--- config.mk ---
export PLATFORM = sky130hd
export DESIGN_NAME = tai_gray_rx
export DESIGN_NICKNAME = d
export VERILOG_FILES = /design/src/rtl/tai_pkg.sv /design/src/rtl/gray_to_bin.sv /design/src/rtl/tai_gray_rx.sv
export SDC_FILE = /design/constraint.sdc
export NUM_CORES = 1
export LEC_CHECK = 0
export CAP_MARGIN = 10
export CELL_PAD_IN_SITES_DETAIL_PLACEMENT = 0
export CELL_PAD_IN_SITES_GLOBAL_PLACEMENT = 2
export CORE_MARGIN = 2
export CORE_UTILIZATION = 38
export DETAILED_ROUTE_END_ITERATION = 6
export PLACE_DENSITY_LB_ADDON = 0.05
export RECOVER_POWER = 25
export SLEW_MARGIN = 20
export SYNTH_ARGS = -nofsm -noshare
export SYNTH_HDL_FRONTEND = slang
export SYNTH_SLANG_ARGS = --single-unit
--- constraint.sdc ---
create_clock -name clk -period 6 [get_ports clk]
set_clock_uncertainty 0.05 [all_clocks]
set_input_delay 1.5 -clock clk [delete_from_list [all_inputs] [get_ports clk]]
set_output_delay 1.5 -clock clk [all_outputs]
set_load 0.02 [all_outputs]
--- src/rtl/tai_pkg.sv ---
// rtl/tai_pkg.sv - shared TAI link constants and receiver state encoding
package tai_pkg;

    localparam int TAI_WIDTH     = 10;
    localparam int ERR_CNT_WIDTH = 16;

    typedef enum logic {
        ACQUIRE = 1'b0,
        LOCKED  = 1'b1
    } tai_state_e;

endpackage

--- src/rtl/gray_to_bin.sv ---
// rtl/gray_to_bin.sv - combinational Gray to binary decoder
module gray_to_bin #(
    parameter int WIDTH = 10
) (
    input  logic [WIDTH-1:0] gray,
    output logic [WIDTH-1:0] bin
);

    // Running XOR from the MSB down; a local accumulator keeps the chain in one process.
    always_comb begin
        logic [WIDTH-1:0] acc;
        acc = '0;
        acc[WIDTH-1] = gray[WIDTH-1];
        for (int i = WIDTH - 2; i >= 0; i--) begin
            acc[i] = acc[i+1] ^ gray[i];
        end
        bin = acc;
    end

endmodule

--- src/rtl/tai_gray_rx.sv ---
// rtl/tai_gray_rx.sv - TAI link receiver: sync, de-glitch, Gray decode, sequence check
module tai_gray_rx
    import tai_pkg::*;
#(
    parameter int WIDTH          = TAI_WIDTH,
    parameter int STABLE_CYCLES  = 8,
    parameter int LOCK_COUNT     = 3,
    parameter int TIMEOUT_CYCLES = 150000000
) (
    input  logic                     clk,
    input  logic                     rst,
    input  logic                     en,
    input  logic [WIDTH-1:0]         tai_gray_in,
    input  logic                     clr_err,
    output logic [WIDTH-1:0]         tai_bin,
    output logic                     tai_valid,
    output logic                     tai_tick,
    output logic                     locked,
    output logic                     err_jump,
    output logic                     err_timeout,
    output logic [ERR_CNT_WIDTH-1:0] err_count
);

    localparam int STAB_W = (STABLE_CYCLES > 2) ? $clog2(STABLE_CYCLES) : 1;
    localparam int SEQ_W  = (LOCK_COUNT > 1) ? $clog2(LOCK_COUNT + 1) : 1;
    localparam int TO_W   = (TIMEOUT_CYCLES > 2) ? $clog2(TIMEOUT_CYCLES) : 1;

    localparam logic [STAB_W-1:0] STAB_MAX = STAB_W'(STABLE_CYCLES - 1);
    localparam logic [TO_W-1:0]   TO_LAST  = TO_W'(TIMEOUT_CYCLES - 1);

    logic [WIDTH-1:0]  sync1, sync2, cand, prev_gray, new_bin, gray_diff;
    logic [STAB_W-1:0] stab_cnt;
    logic              have_prev;
    logic              accept, seq_ok, one_bit, timeout_hit;

    tai_state_e        state, state_nxt;
    logic [SEQ_W-1:0]  seq_cnt, seq_nxt;
    logic [TO_W-1:0]   to_cnt, to_nxt;
    logic              jump_nxt, tout_nxt;

    gray_to_bin #(.WIDTH(WIDTH)) u_dec (
        .gray (cand),
        .bin  (new_bin)
    );

    assign accept      = en && (stab_cnt == STAB_MAX) && (!have_prev || (cand != prev_gray));
    assign gray_diff   = cand ^ prev_gray;
    assign one_bit     = (gray_diff != '0) && ((gray_diff & (gray_diff - 1'b1)) == '0);
    assign seq_ok      = have_prev && (new_bin == WIDTH'(tai_bin + 1'b1)) && one_bit;
    assign timeout_hit = (to_cnt == TO_LAST);
    assign locked      = (state == LOCKED);

    always_comb begin
        state_nxt = state;
        seq_nxt   = seq_cnt;
        to_nxt    = to_cnt;
        jump_nxt  = 1'b0;
        tout_nxt  = 1'b0;
        if (!en) begin
            state_nxt = ACQUIRE;
            seq_nxt   = '0;
            to_nxt    = '0;
        end else begin
            case (state)
                ACQUIRE: begin
                    if (accept) begin
                        if (seq_ok) begin
                            if (int'(seq_cnt) + 1 == LOCK_COUNT) begin
                                state_nxt = LOCKED;
                                seq_nxt   = '0;
                                to_nxt    = '0;
                            end else begin
                                seq_nxt = seq_cnt + 1'b1;
                            end
                        end else begin
                            seq_nxt = '0;
                        end
                    end
                end
                LOCKED: begin
                    // An accept on the timeout edge still counts as a timely update.
                    if (accept) begin
                        to_nxt = '0;
                        if (!seq_ok) begin
                            jump_nxt  = 1'b1;
                            state_nxt = ACQUIRE;
                            seq_nxt   = '0;
                        end
                    end else if (timeout_hit) begin
                        tout_nxt  = 1'b1;
                        state_nxt = ACQUIRE;
                        seq_nxt   = '0;
                        to_nxt    = '0;
                    end else begin
                        to_nxt = to_cnt + 1'b1;
                    end
                end
                default: begin
                    state_nxt = ACQUIRE;
                    seq_nxt   = '0;
                    to_nxt    = '0;
                end
            endcase
        end
    end

    always_ff @(posedge clk) begin
        if (rst) begin
            state   <= ACQUIRE;
            seq_cnt <= '0;
            to_cnt  <= '0;
        end else begin
            state   <= state_nxt;
            seq_cnt <= seq_nxt;
            to_cnt  <= to_nxt;
        end
    end

    always_ff @(posedge clk) begin
        if (rst) begin
            sync1       <= '0;
            sync2       <= '0;
            cand        <= '0;
            stab_cnt    <= '0;
            prev_gray   <= '0;
            have_prev   <= 1'b0;
            tai_bin     <= '0;
            tai_valid   <= 1'b0;
            tai_tick    <= 1'b0;
            err_jump    <= 1'b0;
            err_timeout <= 1'b0;
            err_count   <= '0;
        end else begin
            sync1 <= tai_gray_in;
            sync2 <= sync1;
            if (sync2 != cand) begin
                cand     <= sync2;
                stab_cnt <= '0;
            end else if (stab_cnt != STAB_MAX) begin
                stab_cnt <= stab_cnt + 1'b1;
            end

            tai_tick <= accept;
            if (accept) begin
                tai_bin   <= new_bin;
                prev_gray <= cand;
                have_prev <= 1'b1;
                tai_valid <= 1'b1;
            end
            // Disabling forgets the previous value so re-enable starts a fresh acquisition.
            if (!en) begin
                have_prev <= 1'b0;
                tai_valid <= 1'b0;
            end

            err_jump    <= jump_nxt;
            err_timeout <= tout_nxt;
            if (clr_err) begin
                err_count <= '0;
            end else if ((jump_nxt || tout_nxt) && (err_count != '1)) begin
                err_count <= err_count + 1'b1;
            end
        end
    end

endmodule

==> insert_results.sql <==
INSERT INTO impl_metrics (metric_group, metric, value, unit) VALUES
('outcome', 'status', 'complete, but fails checks', ''),
('outcome', 'violations_in_the_final_reports', 'max-capacitance violations, max-slew violations', ''),
('global_route', 'global_route.usage.total', '18.2', '%'),
('synth', 'synth-async-reset-ratio', '0', '%'),
('finish', 'multi_input_comb_area', '0.00300', 'mm2'),
('global_route', 'grtUsageMet2', '30.0', '%'),
('drt', 'ant_nets', '0', ''),
('placed_design', 'globalplace.congestion', '0.827', ''),
('worst_setup_path', 'ff2ff_path_depth', '10', ''),
('drt', 'route.final.wire_length', '13000', 'um'),
('placed_design', 'dpl.cell_count', '830', ''),
('finish', 'stdcell_count', '846', ''),
('worst_setup_path', 'timing.reg2reg.setup_slack', '1.95', 'ns'),
('worst_setup_path', 'critical_path_cell_count', '6', ''),
('global_route', 'met1_usage', '23.4', '%'),
('timing', 'report.final.hold_viol_count', '0', ''),
('finish', 'antenna_cells_inserted', '0', ''),
('worst_setup_path', 'rr_startpoint', 'cand[8]$_SDFFE_PP0P_', ''),
('timing', 'final_max_slew_viol_count', '60', ''),
('drt', 'post_drt_wl_per_cell', '15.4', 'um'),
('placed_design', 'hpwlAfterDp', '8760', 'um'),
('clock_network', 'cts-htree-levels', '3', ''),
('clock_network', 'clk_pin_slew', '0.08', 'ns'),
('worst_setup_path', 'critPathKind', 'input pin to flip-flop', ''),
('timing', 'fin_setup_tns', '0', 'ns'),
('worst_setup_path', 'critical_path.startpoint_type', 'input pin', ''),
('synth', 'mappedNetlistNets', '664', ''),
('synth', 'syn_area_per_cell', '8.17', 'um2'),
('finish', 'seq_area', '0.00206', 'mm2'),
('die', 'start_util', '38.4', '%'),
('clock_network', 'clock-sinks', '103', ''),
('global_route', 'wire_length_of_the_first_global_routing_pass', '21500', 'um'),
('worst_setup_path', 'cp.required', '6.19', 'ns'),
('job', 'maxcap_violations', '1', ''),
('synth', 'synth_warnings', '0', ''),
('drt', 'routed-via-count', '4601', ''),
('clock_network', 'numCtsBuffers', '9', ''),
('die', 'row_count', '43', ''),
('worst_setup_path', 'setup.worst_path.end_class', 'flip-flop', ''),
('synth', 'mappedNetlistArea', '0.00527', 'mm2'),
('global_route', 'grt_antenna_before_repair', '0', ''),
('synth', 'synth-compound-area-share', '17.8', '%'),
('finish', 'fillers', '1388', ''),
('timing', 'min_period', '4.54', 'ns'),
('die', 'die_h', '122', 'um'),
('global_route', 'global_route.usage.met3', '3.65', '%'),
('synth', 'yosys_most_used_dff', 'sky130_fd_sc_hd__dfxtp_1', ''),
('timing', 'min_period_over_period', '75.7', '%'),
('worst_setup_path', 'endpoint_of_the_worst_slack_reg_to_reg_timing_path', 'to_cnt[24]$_SDFFE_PP0P_', ''),
('worst_hold_path', 'min_delay_path_depth', '1', ''),
('synth', 'synthSimpleGateAreaFrac', '26.4', '%'),
('finish', 'flow.area_growth_from_synthesis', '15.4', '%'),
('drt', 'vias_per_inst', '5.44', ''),
('timing', 'timing.final.setup_violations', '0', ''),
('placed_design', 'detailed_place.area', '0.00578', 'mm2'),
('die', 'chipWidth', '122', 'um'),
('synth', 'synth-edff-count', '0', ''),
('die', 'placeableCoreArea', '0.0137', 'mm2'),
('finish', 'final_util', '44.4', '%'),
('finish', 'postLayoutCellArea', '0.00608', 'mm2'),
('timing', 'slew_headroom', '-78.5', '%'),
('drt', 'drc', '0', ''),
('clock_network', 'cts_setup_buffers', '0', ''),
('clock_network', 'cts-resized-gates', '0', ''),
('die', 'ios', '45', ''),
('pwr', 'power.density', '231', 'mW/mm2'),
('synth', 'main_combinational_cell_family_by_area_after_synthesis', 'simple AND/OR/NAND/NOR gates', ''),
('global_route', 'largest_net_degree_at_the_start_of_global_routing', '60', ''),
('timing', 'grt_setup_unrepaired', 'false', ''),
('worst_setup_path', 'max_stage_delay', '1.88', 'ns'),
('timing', 'worst-slew-pin-transition', '2.68', 'ns');
-- kinds of logic (layout without fill, tap and decap cells) --
group,count (synthesis),after routing
AOI/OAI and AO/OA,146,146
buffers and inverters,51,72
muxes,11,11
xor gates and xnor gates,48,48
adders and majority gates,5,5
and+or+nand+nor,281,281
DFF,103,103
-- worst reg2reg max path, cell delays in order (launching register included) --
cell and delay [ns]:
sky130_fd_sc_hd__dfxtp_1 0.52, sky130_fd_sc_hd__xor3_1 0.59, sky130_fd_sc_hd__xor2_1 0.57, sky130_fd_sc_hd__nor3_1 0.13
sky130_fd_sc_hd__o31ai_1 0.28, sky130_fd_sc_hd__o311ai_0 0.21, sky130_fd_sc_hd__nor4_2 0.56, sky130_fd_sc_hd__nand3_1 0.29
sky130_fd_sc_hd__o21ai_2 0.21, sky130_fd_sc_hd__buf_4 0.33, sky130_fd_sc_hd__a311oi_1 0.16
-- layer usage --
layer  wire length (um)  share of wire [%]  vias to the layer above
li1                   -                  -                     2342
met1               6310                 48                     2199
met2               6310                 48                       49
met3                284                2.2                       11
met4                142                1.1                        0
met5                  0                  0                        -
-- report_power, final --
part           switching [uW]  internal, uW  leakage [uW]
registers                8.62           691      0.000835
logic                    54.6          45.5       0.00119
clock network             304           300      0.000151
-- metrics by stage --
step                      hold slack, ns  total power (uW)
final                              0.391              1400
after global routing               0.408              1460
after CTS                          0.397              1430
after detailed placement           0.377               817
after global placement             0.375               816
after floorplan                    0.364               789
-- worst max path at each step --
stage / to / slack, ns / from
2_1_floorplan: err_count[14]$_SDFFE_PP0P_ / 2.79 / cand[7]$_SDFFE_PP0P_
3_3_place_gp: to_cnt[26]$_SDFFE_PP0P_ / 1.58 / en
3_5_place_dp: to_cnt[27]$_SDFFE_PP0P_ / 1.51 / en
4_1_cts: to_cnt[26]$_SDFFE_PP0P_ / 1.89 / en
5_1_grt: err_count[9]$_SDFFE_PP0P_ / 1.03 / rst
6_report: err_count[2]$_SDFFE_PP0P_ / 1.46 / rst
-- final cells by class --
type / count / share of cell area [%]
Clock inverter: 7 / 1.38
Multi-Input combinational cell: 491 / 49.2
Tap cell: 180 / 3.70
Timing Repair Buffer: 48 / 7.59
Sequential cell: 103 / 33.9
Clock buffer: 9 / 3.70
Inverter: 8 / 0.494
-- Yosys cell counts, types with 8 or more instances --
cell type / instances / area share (%)
sky130_fd_sc_hd__nand4_1: 11 / 1.3
sky130_fd_sc_hd__nor4_1: 10 / 1.2
sky130_fd_sc_hd__mux2i_1: 9 / 1.7
sky130_fd_sc_hd__nor2_1: 55 / 3.9
sky130_fd_sc_hd__nand2_1: 78 / 5.6
sky130_fd_sc_hd__nor2b_1: 31 / 3.7
sky130_fd_sc_hd__a211oi_1: 9 / 1.3
sky130_fd_sc_hd__inv_1: 8 / 0.57
sky130_fd_sc_hd__xnor2_1: 17 / 2.8
sky130_fd_sc_hd__a31oi_1: 16 / 1.9
sky130_fd_sc_hd__nand3_1: 29 / 2.8
sky130_fd_sc_hd__clkbuf_1: 33 / 2.3
sky130_fd_sc_hd__dfxtp_1: 103 / 39
sky130_fd_sc_hd__xor2_1: 27 / 4.5
sky130_fd_sc_hd__or3_1: 10 / 1.2
sky130_fd_sc_hd__nor3_1: 20 / 1.9
sky130_fd_sc_hd__o21ai_0: 33 / 3.1
sky130_fd_sc_hd__a21oi_1: 43 / 4.1
sky130_fd_sc_hd__and3_1: 16 / 1.9
-- state kept, by name, indices dropped and copies added (netlist names) --
signal       cells
err_jump         1
cand            10
tai_bin         10
seq_cnt          2
err_timeout      1
sync2           10
locked           1
sync1           10
tai_tick         1
have_prev        1
err_count       16
prev_gray        9
stab_cnt         3
to_cnt          28
Note: power is estimated with default switching activity, not from simulation.
